File: config.mk
export PLATFORM = sky130hd
export DESIGN_NAME = data_mem_dump_ctrl_flat
export DESIGN_NICKNAME = d
export VERILOG_FILES = /design/src/rtl/data_mem_dump_ctrl_pkg.sv /design/src/rtl/data_mem_dump_ctrl_if.sv /design/src/rtl/data_mem_dump_ctrl_mem_port_mux.sv /design/src/rtl/data_mem_dump_ctrl.sv /design/src/flat_wrapper.sv
export SDC_FILE = /design/constraint.sdc
export NUM_CORES = 1
export LEC_CHECK = 0
export ABC_AREA = 1
export CAP_MARGIN = 20
export CORE_ASPECT_RATIO = 1.2
export CORE_MARGIN = 2
export CORE_UTILIZATION = 32
export DETAILED_ROUTE_END_ITERATION = 12
export GPL_TIMING_DRIVEN = 0
export PLACE_DENSITY = 0.81
export SYNTH_ARGS = -nofsm -noshare
export SYNTH_HDL_FRONTEND = slang
export SYNTH_SLANG_ARGS = --single-unit
File: constraint.sdc
create_clock -name i_clk -period 1.4 [get_ports i_clk]
set_input_delay 0.14 -clock i_clk [delete_from_list [all_inputs] [get_ports i_clk]]
set_output_delay 0.14 -clock i_clk [all_outputs]
set_load 0.05 [all_outputs]
File: src/rtl/data_mem_dump_ctrl_pkg.sv
`default_nettype none
// ============================================================================
//  Module      : data_mem_dump_ctrl_pkg
//  Description : Shared FSM state encoding, memory addressing codes and small
//                helpers for the data-memory dump controller.
//  Revision    : 1.0 - initial release
// ============================================================================
package data_mem_dump_ctrl_pkg;

    // Dump FSM states: IDLE hands the memory to the CPU, READ issues a word
    // read, HOLD presents the word to the consumer, DONE pulses completion.
    typedef enum logic [1:0] {
        ST_IDLE = 2'b00,
        ST_READ = 2'b01,
        ST_HOLD = 2'b10,
        ST_DONE = 2'b11
    } dump_state_e;

    // Memory access size codes shared by the CPU and memory ports.
    localparam logic [1:0] c_ADDR_WORD = 2'b00;
    localparam logic [1:0] c_ADDR_HALF = 2'b01;
    localparam logic [1:0] c_ADDR_BYTE = 2'b11;

    // The dump always walks memory one 32-bit word at a time.
    localparam int c_WORD_BYTES = 4;

    // The memory belongs to the dump engine in every state except IDLE.
    function automatic logic is_dump_active(input dump_state_e state);
        return (state != ST_IDLE);
    endfunction

endpackage
`default_nettype wire

File: src/rtl/data_mem_dump_ctrl_if.sv
`default_nettype none
// ============================================================================
//  Module      : data_mem_dump_ctrl_if
//  Description : CPU-side and memory-side data bus bundle routed through the
//                dump controller. The slave modport is the controller view,
//                the master modport is the CPU/memory environment view.
//  Revision    : 1.0 - initial release
// ============================================================================
interface data_mem_dump_ctrl_if #(
    parameter int NB_DATA_BUS = 32,
    parameter int NB_ADDRESS  = 6
);

    // CPU side
    logic                   i_cpu_r_en;
    logic [NB_ADDRESS-1:0]  i_cpu_r_addr;
    logic [1:0]             i_cpu_r_addressing;
    logic                   i_cpu_w_en;
    logic [NB_ADDRESS-1:0]  i_cpu_w_addr;
    logic [NB_DATA_BUS-1:0] i_cpu_w_data;
    logic [1:0]             i_cpu_w_addressing;
    logic [NB_DATA_BUS-1:0] o_cpu_r_data;

    // Memory side
    logic                   o_mem_r_en;
    logic [NB_ADDRESS-1:0]  o_mem_r_addr;
    logic [1:0]             o_mem_r_addressing;
    logic                   o_mem_w_en;
    logic [NB_ADDRESS-1:0]  o_mem_w_addr;
    logic [NB_DATA_BUS-1:0] o_mem_w_data;
    logic [1:0]             o_mem_w_addressing;
    logic [NB_DATA_BUS-1:0] i_mem_r_data;

    modport slave (
        input  i_cpu_r_en, i_cpu_r_addr, i_cpu_r_addressing,
        input  i_cpu_w_en, i_cpu_w_addr, i_cpu_w_data, i_cpu_w_addressing,
        output o_cpu_r_data,
        output o_mem_r_en, o_mem_r_addr, o_mem_r_addressing,
        output o_mem_w_en, o_mem_w_addr, o_mem_w_data, o_mem_w_addressing,
        input  i_mem_r_data
    );

    modport master (
        output i_cpu_r_en, i_cpu_r_addr, i_cpu_r_addressing,
        output i_cpu_w_en, i_cpu_w_addr, i_cpu_w_data, i_cpu_w_addressing,
        input  o_cpu_r_data,
        input  o_mem_r_en, o_mem_r_addr, o_mem_r_addressing,
        input  o_mem_w_en, o_mem_w_addr, o_mem_w_data, o_mem_w_addressing,
        output i_mem_r_data
    );

endinterface
`default_nettype wire

File: src/rtl/data_mem_dump_ctrl_mem_port_mux.sv
`default_nettype none
// ============================================================================
//  Module      : mem_port_mux
//  Description : Selects who drives the data memory. With dump inactive the
//                CPU bus passes straight through; with dump active the dump
//                engine reads words and CPU writes/read data are suppressed.
//  Revision    : 1.0 - initial release
// ============================================================================
module mem_port_mux
    import data_mem_dump_ctrl_pkg::*;
#(
    parameter int NB_DATA_BUS = 32,
    parameter int NB_ADDRESS  = 6
) (
    input  wire logic                   i_dump_active,
    input  wire logic                   i_dump_r_en,
    input  wire logic [NB_ADDRESS-1:0]  i_dump_r_addr,

    input  wire logic                   i_cpu_r_en,
    input  wire logic [NB_ADDRESS-1:0]  i_cpu_r_addr,
    input  wire logic [1:0]             i_cpu_r_addressing,
    input  wire logic                   i_cpu_w_en,
    input  wire logic [NB_ADDRESS-1:0]  i_cpu_w_addr,
    input  wire logic [NB_DATA_BUS-1:0] i_cpu_w_data,
    input  wire logic [1:0]             i_cpu_w_addressing,
    output logic      [NB_DATA_BUS-1:0] o_cpu_r_data,

    output logic                        o_mem_r_en,
    output logic      [NB_ADDRESS-1:0]  o_mem_r_addr,
    output logic      [1:0]             o_mem_r_addressing,
    output logic                        o_mem_w_en,
    output logic      [NB_ADDRESS-1:0]  o_mem_w_addr,
    output logic      [NB_DATA_BUS-1:0] o_mem_w_data,
    output logic      [1:0]             o_mem_w_addressing,
    input  wire logic [NB_DATA_BUS-1:0] i_mem_r_data
);

    // Pass-through by default; the dump engine overrides every port it owns.
    always_comb begin
        o_mem_r_en         = i_cpu_r_en;
        o_mem_r_addr       = i_cpu_r_addr;
        o_mem_r_addressing = i_cpu_r_addressing;
        o_mem_w_en         = i_cpu_w_en;
        o_mem_w_addr       = i_cpu_w_addr;
        o_mem_w_data       = i_cpu_w_data;
        o_mem_w_addressing = i_cpu_w_addressing;
        o_cpu_r_data       = i_mem_r_data;

        if (i_dump_active) begin
            o_mem_r_en         = i_dump_r_en;
            o_mem_r_addr       = i_dump_r_addr;
            o_mem_r_addressing = c_ADDR_WORD;
            // CPU writes are dropped so the dumped image stays consistent.
            o_mem_w_en         = 1'b0;
            o_mem_w_addr       = '0;
            o_mem_w_data       = '0;
            o_mem_w_addressing = c_ADDR_WORD;
            o_cpu_r_data       = '0;
        end
    end

endmodule
`default_nettype wire

File: src/rtl/data_mem_dump_ctrl.sv
`default_nettype none
// ============================================================================
//  Module      : data_mem_dump_ctrl
//  Description : While the CPU pipeline is halted, walks the whole data
//                memory word by word and streams each word with its address
//                to a ready/valid consumer (debug UART). Otherwise the CPU
//                owns the memory through a transparent pass-through.
//  Revision    : 1.0 - initial release
// ============================================================================
module data_mem_dump_ctrl
    import data_mem_dump_ctrl_pkg::*;
#(
    parameter int NB_DATA_BUS = 32,
    parameter int N_ADDRESS   = 64,
    parameter int NB_ADDRESS  = $clog2(N_ADDRESS)
) (
    input  wire logic                   i_clk,
    input  wire logic                   i_rst_n,

    data_mem_dump_ctrl_if.slave         bus,

    input  wire logic                   i_cpu_halt,
    input  wire logic                   i_dump_start,
    input  wire logic                   i_dump_ready,

    output logic                        o_dump_valid,
    output logic      [NB_DATA_BUS-1:0] o_dump_data,
    output logic      [NB_ADDRESS-1:0]  o_dump_addr,
    output logic                        o_dump_busy,
    output logic                        o_dump_done
);

    // Last word address of the memory; the counter stops here and never wraps.
    localparam logic [NB_ADDRESS-1:0] c_LAST_ADDR = NB_ADDRESS'(N_ADDRESS - c_WORD_BYTES);
    localparam logic [NB_ADDRESS-1:0] c_ADDR_STEP = NB_ADDRESS'(c_WORD_BYTES);

    dump_state_e            r_state_q;
    dump_state_e            w_state_d;
    logic [NB_ADDRESS-1:0]  r_cnt_q;
    logic [NB_ADDRESS-1:0]  w_cnt_d;
    logic                   r_dump_valid_q;
    logic                   w_dump_valid_d;
    logic [NB_DATA_BUS-1:0] r_dump_data_q;
    logic [NB_DATA_BUS-1:0] w_dump_data_d;
    logic [NB_ADDRESS-1:0]  r_dump_addr_q;
    logic [NB_ADDRESS-1:0]  w_dump_addr_d;
    logic                   r_dump_busy_q;
    logic                   w_dump_busy_d;
    logic                   r_dump_done_q;
    logic                   w_dump_done_d;

    logic                   w_dump_active;
    logic                   w_dump_r_en;

    // Next-state and next-output computation for the dump FSM.
    always_comb begin
        w_state_d     = r_state_q;
        w_cnt_d       = r_cnt_q;
        w_dump_data_d = r_dump_data_q;
        w_dump_addr_d = r_dump_addr_q;

        case (r_state_q)
            ST_IDLE: begin
                // A start without a halted pipeline is silently ignored.
                if (i_dump_start && i_cpu_halt) begin
                    w_state_d = ST_READ;
                    w_cnt_d   = '0;
                end
            end
            ST_READ: begin
                if (!i_cpu_halt) begin
                    w_state_d = ST_IDLE;
                end else begin
                    // Memory read is combinational, so capture it this cycle.
                    w_dump_data_d = bus.i_mem_r_data;
                    w_dump_addr_d = r_cnt_q;
                    w_state_d     = ST_HOLD;
                end
            end
            ST_HOLD: begin
                if (!i_cpu_halt) begin
                    w_state_d = ST_IDLE;
                end else if (i_dump_ready) begin
                    if (r_cnt_q == c_LAST_ADDR) begin
                        w_state_d = ST_DONE;
                    end else begin
                        w_cnt_d   = r_cnt_q + c_ADDR_STEP;
                        w_state_d = ST_READ;
                    end
                end
            end
            ST_DONE: begin
                w_state_d = ST_IDLE;
            end
            default: begin
                w_state_d = ST_IDLE;
            end
        endcase

        // Outputs are registered copies of what the next state implies.
        w_dump_valid_d = (w_state_d == ST_HOLD);
        w_dump_busy_d  = is_dump_active(w_state_d);
        w_dump_done_d  = (w_state_d == ST_DONE);
    end

    // FSM state, address counter and registered dump outputs.
    always_ff @(posedge i_clk or negedge i_rst_n) begin
        if (!i_rst_n) begin
            r_state_q      <= ST_IDLE;
            r_cnt_q        <= '0;
            r_dump_valid_q <= 1'b0;
            r_dump_data_q  <= '0;
            r_dump_addr_q  <= '0;
            r_dump_busy_q  <= 1'b0;
            r_dump_done_q  <= 1'b0;
        end else begin
            r_state_q      <= w_state_d;
            r_cnt_q        <= w_cnt_d;
            r_dump_valid_q <= w_dump_valid_d;
            r_dump_data_q  <= w_dump_data_d;
            r_dump_addr_q  <= w_dump_addr_d;
            r_dump_busy_q  <= w_dump_busy_d;
            r_dump_done_q  <= w_dump_done_d;
        end
    end

    // Ownership comes straight from the state flop so a reset hands the
    // memory back to the CPU without waiting for a clock edge.
    assign w_dump_active = is_dump_active(r_state_q);
    assign w_dump_r_en   = (r_state_q == ST_READ);

    mem_port_mux #(
        .NB_DATA_BUS (NB_DATA_BUS),
        .NB_ADDRESS  (NB_ADDRESS)
    ) u_mem_port_mux (
        .i_dump_active      (w_dump_active),
        .i_dump_r_en        (w_dump_r_en),
        .i_dump_r_addr      (r_cnt_q),
        .i_cpu_r_en         (bus.i_cpu_r_en),
        .i_cpu_r_addr       (bus.i_cpu_r_addr),
        .i_cpu_r_addressing (bus.i_cpu_r_addressing),
        .i_cpu_w_en         (bus.i_cpu_w_en),
        .i_cpu_w_addr       (bus.i_cpu_w_addr),
        .i_cpu_w_data       (bus.i_cpu_w_data),
        .i_cpu_w_addressing (bus.i_cpu_w_addressing),
        .o_cpu_r_data       (bus.o_cpu_r_data),
        .o_mem_r_en         (bus.o_mem_r_en),
        .o_mem_r_addr       (bus.o_mem_r_addr),
        .o_mem_r_addressing (bus.o_mem_r_addressing),
        .o_mem_w_en         (bus.o_mem_w_en),
        .o_mem_w_addr       (bus.o_mem_w_addr),
        .o_mem_w_data       (bus.o_mem_w_data),
        .o_mem_w_addressing (bus.o_mem_w_addressing),
        .i_mem_r_data       (bus.i_mem_r_data)
    );

    assign o_dump_valid = r_dump_valid_q;
    assign o_dump_data  = r_dump_data_q;
    assign o_dump_addr  = r_dump_addr_q;
    assign o_dump_busy  = r_dump_busy_q;
    assign o_dump_done  = r_dump_done_q;

endmodule
`default_nettype wire

File: src/flat_wrapper.sv
// flat-port wrapper written by rule: the top's interface ports become plain ports
module data_mem_dump_ctrl_flat import data_mem_dump_ctrl_pkg::*;
#(
    parameter int NB_DATA_BUS = 32,
    parameter int N_ADDRESS   = 64,
    parameter int NB_ADDRESS  = $clog2(N_ADDRESS)
)
  (i_clk, i_rst_n, i_cpu_halt, i_dump_start, i_dump_ready, o_dump_valid, o_dump_data, o_dump_addr, o_dump_busy, o_dump_done, bus_i_cpu_r_en, bus_i_cpu_r_addr, bus_i_cpu_r_addressing, bus_i_cpu_w_en, bus_i_cpu_w_addr, bus_i_cpu_w_data, bus_i_cpu_w_addressing, bus_o_cpu_r_data, bus_o_mem_r_en, bus_o_mem_r_addr, bus_o_mem_r_addressing, bus_o_mem_w_en, bus_o_mem_w_addr, bus_o_mem_w_data, bus_o_mem_w_addressing, bus_i_mem_r_data);
  data_mem_dump_ctrl_if #(.NB_DATA_BUS(NB_DATA_BUS), .NB_ADDRESS(NB_ADDRESS)) bus_i ();
  input  wire logic i_clk;
  input  wire logic i_rst_n;
  input  wire logic i_cpu_halt;
  input  wire logic i_dump_start;
  input  wire logic i_dump_ready;
  output logic o_dump_valid;
  output logic      [NB_DATA_BUS-1:0] o_dump_data;
  output logic      [NB_ADDRESS-1:0] o_dump_addr;
  output logic o_dump_busy;
  output logic o_dump_done;
  input wire logic [$bits(bus_i.i_cpu_r_en)-1:0] bus_i_cpu_r_en;
  input wire logic [$bits(bus_i.i_cpu_r_addr)-1:0] bus_i_cpu_r_addr;
  input wire logic [$bits(bus_i.i_cpu_r_addressing)-1:0] bus_i_cpu_r_addressing;
  input wire logic [$bits(bus_i.i_cpu_w_en)-1:0] bus_i_cpu_w_en;
  input wire logic [$bits(bus_i.i_cpu_w_addr)-1:0] bus_i_cpu_w_addr;
  input wire logic [$bits(bus_i.i_cpu_w_data)-1:0] bus_i_cpu_w_data;
  input wire logic [$bits(bus_i.i_cpu_w_addressing)-1:0] bus_i_cpu_w_addressing;
  output wire logic [$bits(bus_i.o_cpu_r_data)-1:0] bus_o_cpu_r_data;
  output wire logic [$bits(bus_i.o_mem_r_en)-1:0] bus_o_mem_r_en;
  output wire logic [$bits(bus_i.o_mem_r_addr)-1:0] bus_o_mem_r_addr;
  output wire logic [$bits(bus_i.o_mem_r_addressing)-1:0] bus_o_mem_r_addressing;
  output wire logic [$bits(bus_i.o_mem_w_en)-1:0] bus_o_mem_w_en;
  output wire logic [$bits(bus_i.o_mem_w_addr)-1:0] bus_o_mem_w_addr;
  output wire logic [$bits(bus_i.o_mem_w_data)-1:0] bus_o_mem_w_data;
  output wire logic [$bits(bus_i.o_mem_w_addressing)-1:0] bus_o_mem_w_addressing;
  input wire logic [$bits(bus_i.i_mem_r_data)-1:0] bus_i_mem_r_data;
  assign bus_i.i_cpu_r_en = bus_i_cpu_r_en;
  assign bus_i.i_cpu_r_addr = bus_i_cpu_r_addr;
  assign bus_i.i_cpu_r_addressing = bus_i_cpu_r_addressing;
  assign bus_i.i_cpu_w_en = bus_i_cpu_w_en;
  assign bus_i.i_cpu_w_addr = bus_i_cpu_w_addr;
  assign bus_i.i_cpu_w_data = bus_i_cpu_w_data;
  assign bus_i.i_cpu_w_addressing = bus_i_cpu_w_addressing;
  assign bus_o_cpu_r_data = bus_i.o_cpu_r_data;
  assign bus_o_mem_r_en = bus_i.o_mem_r_en;
  assign bus_o_mem_r_addr = bus_i.o_mem_r_addr;
  assign bus_o_mem_r_addressing = bus_i.o_mem_r_addressing;
  assign bus_o_mem_w_en = bus_i.o_mem_w_en;
  assign bus_o_mem_w_addr = bus_i.o_mem_w_addr;
  assign bus_o_mem_w_data = bus_i.o_mem_w_data;
  assign bus_o_mem_w_addressing = bus_i.o_mem_w_addressing;
  assign bus_i.i_mem_r_data = bus_i_mem_r_data;
  data_mem_dump_ctrl #(.NB_DATA_BUS(NB_DATA_BUS), .N_ADDRESS(N_ADDRESS), .NB_ADDRESS(NB_ADDRESS)) u_core (.i_clk(i_clk), .i_rst_n(i_rst_n), .bus(bus_i), .i_cpu_halt(i_cpu_halt), .i_dump_start(i_dump_start), .i_dump_ready(i_dump_ready), .o_dump_valid(o_dump_valid), .o_dump_data(o_dump_data), .o_dump_addr(o_dump_addr), .o_dump_busy(o_dump_busy), .o_dump_done(o_dump_done));
endmodule
# Word-level counts from Yosys, hierarchy flattened
# Index checks and enable logic that the tools add are counted.
# W data, S select, Z words.
# word_totals
ff_bits	49
latch_bits	0
ramBits	0
mem_bits_ro	0
in_bits	87
out_inout_bits	123
wordCells	44
n_memories	0
# op_classes
addsub	1
multipliers	0
div_mod_pow	0
magnitude_cmp	0
n_eq_ne	10
n_shift	0
mux	19
n_bitwise	0
n_reduce_logical	7
# op_table
operator	n
$mux W32	2
$mux W6	6
$mux W2	7
$pmux W6 S2	1
$eq A2 B2 Y1 const B	4
$pmux W2 S4	1
$add A6 B3 Y6 const B	1
$eq A6 B6 Y1 const B	1
$ne A2 B2 Y1 const B	3
$reduce_bool A2 Y1	3
$reduce_and A5 Y1	1
$eq A2 B1 Y1 const B	1
$logic_not A2 Y1	1
$mux W1	2
$ne A2 B1 Y1 const B	1
$reduce_and A2 Y1	1
$logic_and A1 B1 Y1	1

# Logic depth before layout (Yosys ltp)
# Gate-level depths: netlist (run 1).
# depth
word_depth	6
ltp_mapped	8
ltp_nobuf	8

# Modules after synthesis
# A second synthesis (run 1) with hierarchy kept.
# unflattened
cells_unflattened	397
area_unflattened_um2	2618.8
# by_module_without_submodules
mod	instances	cells_per_inst	area_each_um2	seq_area_each_um2
data_mem_dump_ctrl	1	216	1878.1	1126.1
mem_port_mux	1	181	740.7	0.0

# Worst setup path before layout (run 1)
# No wires, ideal clock.
# synth_timing
kind	flip-flop to output port
start	reg u_core.r_state_q[0]
end	out bus_o_mem_r_addr[2]
arrival_ns	1.612
required_ns	1.260
slack_ns	-0.352
stages_incl_launch_ff	3
path_buffers	0
path_cell_list	dfrtp_1 -> nor2_4 -> o21ai_0
# synth_via
elab_chain_cells	2
# synth_lines
element	line_no	rtl
start, declared	data_mem_dump_ctrl.sv:37	dump_state_e r_state_q;
start signal, assigned	data_mem_dump_ctrl.sv:117	r_state_q <= w_state_d;
$reduce_bool A2 Y1	data_mem_dump_ctrl_pkg.sv:29	return (state != ST_IDLE);
$mux W6	data_mem_dump_ctrl_mem_port_mux.sv:49	if (i_dump_active) begin
end, declared	flat_wrapper.sv:29	output wire logic [$bits(bus_i.o_mem_r_addr)-1:0] bus_o_mem_r_addr;
# Every way passes these cells.

# Worst setup path after layout (run 1)
# layout_timing
start	reg u_core.r_state_q[1]
end	out bus_o_cpu_r_data[19]
# layout_via
elab_chain_cells	2
# layout_lines
element	line_no	rtl
$reduce_bool A2 Y1	data_mem_dump_ctrl_pkg.sv:29	
$mux W32	data_mem_dump_ctrl_mem_port_mux.sv:49	
end, declared	flat_wrapper.sv:27	output wire logic [$bits(bus_i.o_cpu_r_data)-1:0] bus_o_cpu_r_data;
# Every way passes these cells.

==> results.sh, run 1 <==
export IMPL_outcome="complete, but fails checks"
export IMPL_failed_checks="setup timing"
export IMPL_yosysSeqAreaShare_pct=45.8
export IMPL_drive_gt1_share_pct=35.5
export IMPL_cp_num_buf_inv=4
export IMPL_crit_arrival_ns=1.53
export IMPL_final_util_pct=73.5
export IMPL_setup_violations=81
export IMPL_hold_class="input pin to async pin"
export IMPL_finalHoldViolations=0
export IMPL_crit_chain="nor2_4 > inv_4 > buf_12 > buf_12 > nor2_2 > buf_6"
export IMPL_port_buffers=207
export IMPL_dieArea_sq_um=8410
export IMPL_fillers=543
export IMPL_dr_pass1_iters=4
export IMPL_core_sq_um=7580
export IMPL_die_w_um=84.0
export IMPL_syn_area_sq_um=2460
export IMPL_maxSlewViolCount=0
export IMPL_synth_area_leaders="dfrtp_1 (46%), inv_1 (13%), nor2_1 (12%), nand2_1 (9.2%), o21ai_1 (7.9%)"
export IMPL_cts_path_max_buffers=2
export IMPL_synth_top_area_share_pct=45.8
export IMPL_cpMostUsedCell="buf_12"
export IMPL_overflow=0
export IMPL_slowest_delay_ns=0.43
export IMPL_io_pins=210
export IMPL_clock_sinks=45
export IMPL_dp_worst_setup_slack_ns=-0.812
export IMPL_start_util_pct=32.5
export IMPL_endpoint_kind="primary output"
export IMPL_slowest_stage="dfrtp_2"
export IMPL_ant_nets=0
export IMPL_via_per_inst=4.47
export IMPL_period_minus_slack_ns=1.67
export IMPL_synth_edf_count=0
export IMPL_grt_pass1_vias=3109
export IMPL_dp_hpwl_mm=7.04
export IMPL_drt_iter0_drc=56
export IMPL_finalCritPeriodShare_pct=119
export IMPL_cp_max_fo=10
export IMPL_h_tree_depth=2
export IMPL_p_per_area_nw_per_um2=1150
export IMPL_synthMostInstantiatedCell="inv_1"
export IMPL_r2r_start="u_core.r_state_q[1]"
export IMPL_die_y_um=100
export IMPL_power_leakage_uw=0.00285
export IMPL_path_class="flip-flop to primary output"
export IMPL_grt_setup_unrepaired="true"
export IMPL_synth_seq_cells=45
export IMPL_ys_flop_type="dfrtp_1"
export IMPL_peakVddDrop_mv=0.673
export IMPL_clkSlewWorstSetupHoldPaths_ns=0.08
export IMPL_drcViolationCount=0
export IMPL_num_rows=35
export IMPL_startpoint="u_core.r_state_q[1]"
export IMPL_yosys_area_top_type="dfrtp_1"
export IMPL_startpoint_type="flip-flop"
export IMPL_tightest_slew_ns=0.548
export IMPL_cap_violations=0
export IMPL_grt_use_total_pct=21.2
export IMPL_syn_avg_cell_area_sq_um=7.03
export IMPL_final_nets=666
export IMPL_cts_buffers=5
export IMPL_slew_headroom_pct=63.6
export IMPL_antenna_found_initial=0
export IMPL_vias=2997
export IMPL_fin_skew_ns=0.00317
export IMPL_syn_to_final_growth_pct=126
export IMPL_yosysUniqueCellTypes=21
export IMPL_routed_wirelength_mm=9.13
export IMPL_syn_inst=350
export IMPL_cts_tree="yes"
export IMPL_yosysWarnings=0
export IMPL_fin_ws_ns=-0.269
export IMPL_root_buffer="clkbuf_8"
export IMPL_insertion_delay_ns=0.29
export IMPL_grt_max_degree=30
export IMPL_place_gp_congestion=0.813
export IMPL_synthTopCellsByCount="inv_1 (84), nor2_1 (80), nand2_1 (60), dfrtp_1 (45), o21ai_1 (39)"
export IMPL_diodes=0
export IMPL_max_freq_mhz=599
export IMPL_crit_family="buffers and inverters"
export IMPL_grt_pass1_wl_mm=14.3
export IMPL_required_ns=1.26
export IMPL_wire_per_inst_um=13.6
export IMPL_ys_async_sr_fraction_pct=100
## cell type report
type	count	area, sq um	area share [%]
inverter	88	333	5.98
clock inverter	1	30.0	0.539
multi-input combinational	200	1380	24.7
tap	92	115	2.07
timing repair buffer	219	2290	41.1
buffer	18	211	3.80
sequential	45	1130	20.3
clock buffer	7	86.3	1.55
## routing by layer
metal	track usage [%]	share of wire [%]
met5	0	0
met2	39.9	54
met1	23.1	37
met3	5.26	6.7
met4	6.70	2.3
## metrics by stage
step / hold WS (ns) / power [uW] / area (sq um) / cells / setup TNS, ns
2_1_floorplan: -0.156 / 3950 / 2760 / 351 / -12.76
3_3_place_gp: 0.471 / 5230 / 4950 / 650 / -100.70
3_5_place_dp: 0.0948 / 5280 / 4960 / 651 / -60.46
4_1_cts: 0.318 / 6350 / 5410 / 668 / -17.47
5_1_grt: 0.342 / 6680 / 5570 / 670 / -22.62
6_report: 0.317 / 6400 / 5570 / 670 / -17.32
## logic make-up (layout without fill, tap and decap cells)
| group | count (synthesis) | in the layout | synth area share [%] |
|---|---|---|---|
| simple gates | 152 | 152 | 24.6 |
| compound gates | 44 | 44 | 8.95 |
| buf+inv | 106 | 333 | 19.5 |
| fa+ha+maj | 2 | 2 | 1.02 |
| other cells | 1 | 2 | 0.152 |
| flops | 45 | 45 | 45.8 |
## final timing paths
check                                          to  slack (ns)  cells after the start
hold reg to reg             u_core.o_dump_data[8]        0.49                      2
setup reg to reg               u_core.o_dump_done        0.05                      9
hold / removal             u_core.o_dump_data[11]        0.32                      2
max in group asynchronous     u_core.r_state_q[1]        0.58                      3
min in group i_clk          u_core.o_dump_data[3]        0.44                      3
setup / recovery             bus_o_cpu_r_data[19]       -0.27                      6
## cell usage in the layout, fill, tap and decap left out, types with 6 or more instances in the layout
cell type / netlist / routed
buf_4: 4 / 15
dlygate4sd2_1: 0 / 38
clkbuf_8: 0 / 6
nor2_1: 80 / 6
dfrtp_1: 45 / 43
o21ai_1: 39 / 39
buf_12: 0 / 7
buf_6: 8 / 80
nor2_2: 1 / 10
inv_1: 84 / 84
nand2_1: 60 / 59
clkdlybuf4s50_1: 0 / 85
nor2_4: 1 / 66
## timing repair
item                                    4_1_cts  5_1_grt
gates cloned                                  1        1
hold endpoints to repair                     16        0
hold buffers                                  1        0
gates resized for setup                     669       33
setup buffers                                 7        1
endpoints found under the setup margin      121       99
pin swaps                                     1        2
## worst reg2reg max path, cell delays in order, from the launching register on
cell and delay [ns]:
dfrtp_2 0.43, nor2_4 0.16, buf_4 0.15, buf_4 0.13
nand2_1 0.06, nand2_2 0.09, nand2_1 0.09, inv_2 0.08
nand2_1 0.06, inv_1 0.05
## power by group
group,total [uW],internal (uW),switching [uW]
logic,3710,1240,2470
registers,1680,1550,129
clock network,1010,582,427
## registers in the layout, summed over array words and instances, names as in the netlist
signal and count:
u_core.o_dump_valid 1, u_core.o_dump_data 32, u_core.o_dump_busy 1, u_core.r_state_q 2
u_core.r_cnt_q 4, u_core.o_dump_done 1, u_core.o_dump_addr 4
Power figures use the tool's default switching activity.
==> run 2, diff against run 1 <==
CELL_PAD_IN_SITES_DETAIL_PLACEMENT = 1   (was default)
CELL_PAD_IN_SITES_GLOBAL_PLACEMENT = 1   (was default)
CORE_UTILIZATION = 20   (was 32)
PLACE_DENSITY = default   (was 0.81)
PLACE_DENSITY_LB_ADDON = 0.1   (was default)
==> run 2 against run 1 <==
Net effect: the flow still finishes with violations (setup timing); first-iteration DRC count is 3.6% higher; fmax is 1.6% lower; combinational power is 3% higher; clock-buffer cell count stayed put; routed wire length is 19% higher; largest power group unchanged; global-route usage is 5.3 points lower; sequential power hardly changed; critical endpoint is now bus_o_cpu_r_data[16]; flip-flop and latch count stayed put.
==> results.sh, run 2 (synthesized netlist as in run 1, its figures left out) <==
export IMPL_place_gp_congestion=0.698
export IMPL_root_buffer="clkbuf_16"
export IMPL_dr_pass1_iters=4
export IMPL_core_sq_um=12100
export IMPL_peakVddDrop_mv=0.478
export IMPL_cts_buffers=5
export IMPL_reg2reg_slack_ns=-0.12
export IMPL_via_per_inst=4.12
export IMPL_cp_max_fo=10
export IMPL_maxSlewViolCount=0
export IMPL_r2r_start="u_core.r_state_q[0]"
export IMPL_dieArea_sq_um=13200
export IMPL_drcViolationCount=0
export IMPL_port_buffers=207
export IMPL_fin_hold_ws_ns=0.297
export IMPL_vias=3112
export IMPL_grt_pass1_wl_mm=16.8
export IMPL_failed_checks="setup timing"
export IMPL_dp_cells=720
export IMPL_overflow=0
export IMPL_max_freq_mhz=590
export IMPL_p_per_area_nw_per_um2=1110
export IMPL_finalCritPeriodShare_pct=121
export IMPL_p_sw_uw=3130
export IMPL_die_y_um=125
export IMPL_layout_cells_non_filler=755
export IMPL_ant_nets=0
export IMPL_final_util_pct=49.9
export IMPL_io_pins=210
export IMPL_drt_iter0_drc=58
export IMPL_path_class="flip-flop to primary output"
export IMPL_mostFrequentLayoutCell="buf_6"
export IMPL_finalHoldViolations=0
export IMPL_fin_ws_ns=-0.296
export IMPL_wire_per_inst_um=14.4
export IMPL_num_rows=44
export IMPL_routed_wirelength_mm=10.9
export IMPL_startpoint="u_core.r_state_q[1]"
export IMPL_grt_max_degree=34
export IMPL_slew_headroom_pct=63.7
export IMPL_drive_gt1_share_pct=42.9
export IMPL_r2r_end="u_core.r_cnt_q[3]"
export IMPL_cts_path_max_buffers=2
export IMPL_p_int_uw=3560
export IMPL_power_leakage_uw=0.00303
export IMPL_dpl_cell_area_sq_um=5050
export IMPL_antenna_found_initial=0
export IMPL_endpoint_kind="primary output"
export IMPL_grt_pass1_vias=3374
export IMPL_start_util_pct=20.4
export IMPL_grt_use_total_pct=15.8
export IMPL_syn_to_final_growth_pct=145
export IMPL_clkSlewWorstSetupHoldPaths_ns=0.06
export IMPL_cts_tree="yes"
export IMPL_h_tree_depth=2
export IMPL_comb_power_share_pct=57.3
export IMPL_dp_worst_setup_slack_ns=-0.836
export IMPL_dp_hpwl_mm=8.08
export IMPL_final_nets=683
export IMPL_p_sw_share_pct=46.8
export IMPL_outcome="complete, but fails checks"
export IMPL_tightest_slew_ns=0.546
export IMPL_fin_area_sq_um=6010
export IMPL_crit_arrival_ns=1.56
export IMPL_die_w_um=105
export IMPL_diodes=0
export IMPL_insertion_delay_ns=0.28
export IMPL_fin_skew_ns=0.00329
export IMPL_period_minus_slack_ns=1.70
export IMPL_required_ns=1.26
export IMPL_largest_register_ffs=32
export IMPL_hold_class="input pin to async pin"
export IMPL_clock_sinks=45
export IMPL_cap_violations=0
export IMPL_r2r_cells=10
export IMPL_setup_violations=111
export IMPL_startpoint_type="flip-flop"
export IMPL_final_cell_mix="buf_6 (86), clkdlybuf4s50_1 (85), inv_1 (83)"
export IMPL_grt_setup_unrepaired="true"
export IMPL_power_frac_seq_pct=25.2
export IMPL_pwr_share_clk_pct=17.5
==> run 2: cell count changes in the layout (fill, tap and decap cells not counted), moves of 2 or more <==
cell       previous run  this run
o21ai_2               0        18
o21ai_1              39        24
nand2_1              59        48
buf_4                15        23
nand2_2               1         9
buf_6                80        86
clkbuf_16             1         7
clkbuf_8              6         1
buf_8                 5         9
nand2_4               1         4
o21ai_0               4         1
buf_2                 3         1
nand3_1               5         3
==> run 2: power groups by stage <==
stage	combinational (uW)	clock (uW)	sequential [uW]
finish	3830	1170	1690
global route	4020	1260	1730
CTS	3660	1210	1680
detailed placement	3600	0	1720
global placement	3570	0	1700
floorplan	1360	0	2590
==> run 2: repair_timing <==
item	4_1_cts	5_1_grt
resized for setup	671	95
cloned	2	2
hold endpoints to repair	12	0
hold buffers	1	0
pin swaps	2	8
setup buffers	9	15
setup endpoints to repair	121	106
==> run 2: critical path, cell delays in order, from the launching register on <==
cell and delay, ns:
dfrtp_2 0.44, nor2_4 0.18, inv_4 0.08, buf_12 0.14
buf_12 0.16, nor2_2 0.09, buf_6 0.16
==> run 2: worst max-delay path by stage <==
stage	endpoint	depth (start not counted)
final	bus_o_cpu_r_data[16]	6
after global placement	u_core.o_dump_data[2]	1
after global routing	bus_o_cpu_r_data[6]	6
after detailed placement	bus_o_mem_w_data[7]	5
after CTS	bus_o_cpu_r_data[28]	6
after floorplan	bus_o_mem_r_addr[2]	2
==> run 2: layer usage <==
| metal | track usage [%] | share of wire [%] | up-vias |
|---|---|---|---|
| li1 | - | - | 1495 |
| met1 | 16.3 | 35 | 1464 |
| met2 | 29.1 | 53 | 147 |
| met3 | 6.83 | 11 | 6 |
| met4 | 4.39 | 1.0 | 0 |
| met5 | 0 | 0 | - |
==> run 2: through the flow <==
step	power, uW	setup TNS [ns]
finish	6690	-22.33
global route	7010	-30.05
CTS	6560	-25.19
detailed placement	5320	-62.65
floorplan	3950	-12.76
global placement	5270	-113.73
==> run 2: cell type report <==
cell class	instances	area, sq um
buffer	17	220
inverter	88	340
sequential	45	1130
tap	161	201
clock buffer	7	143
multi-input combinational	201	1520
timing repair buffer	236	2460
fill	1360	6040
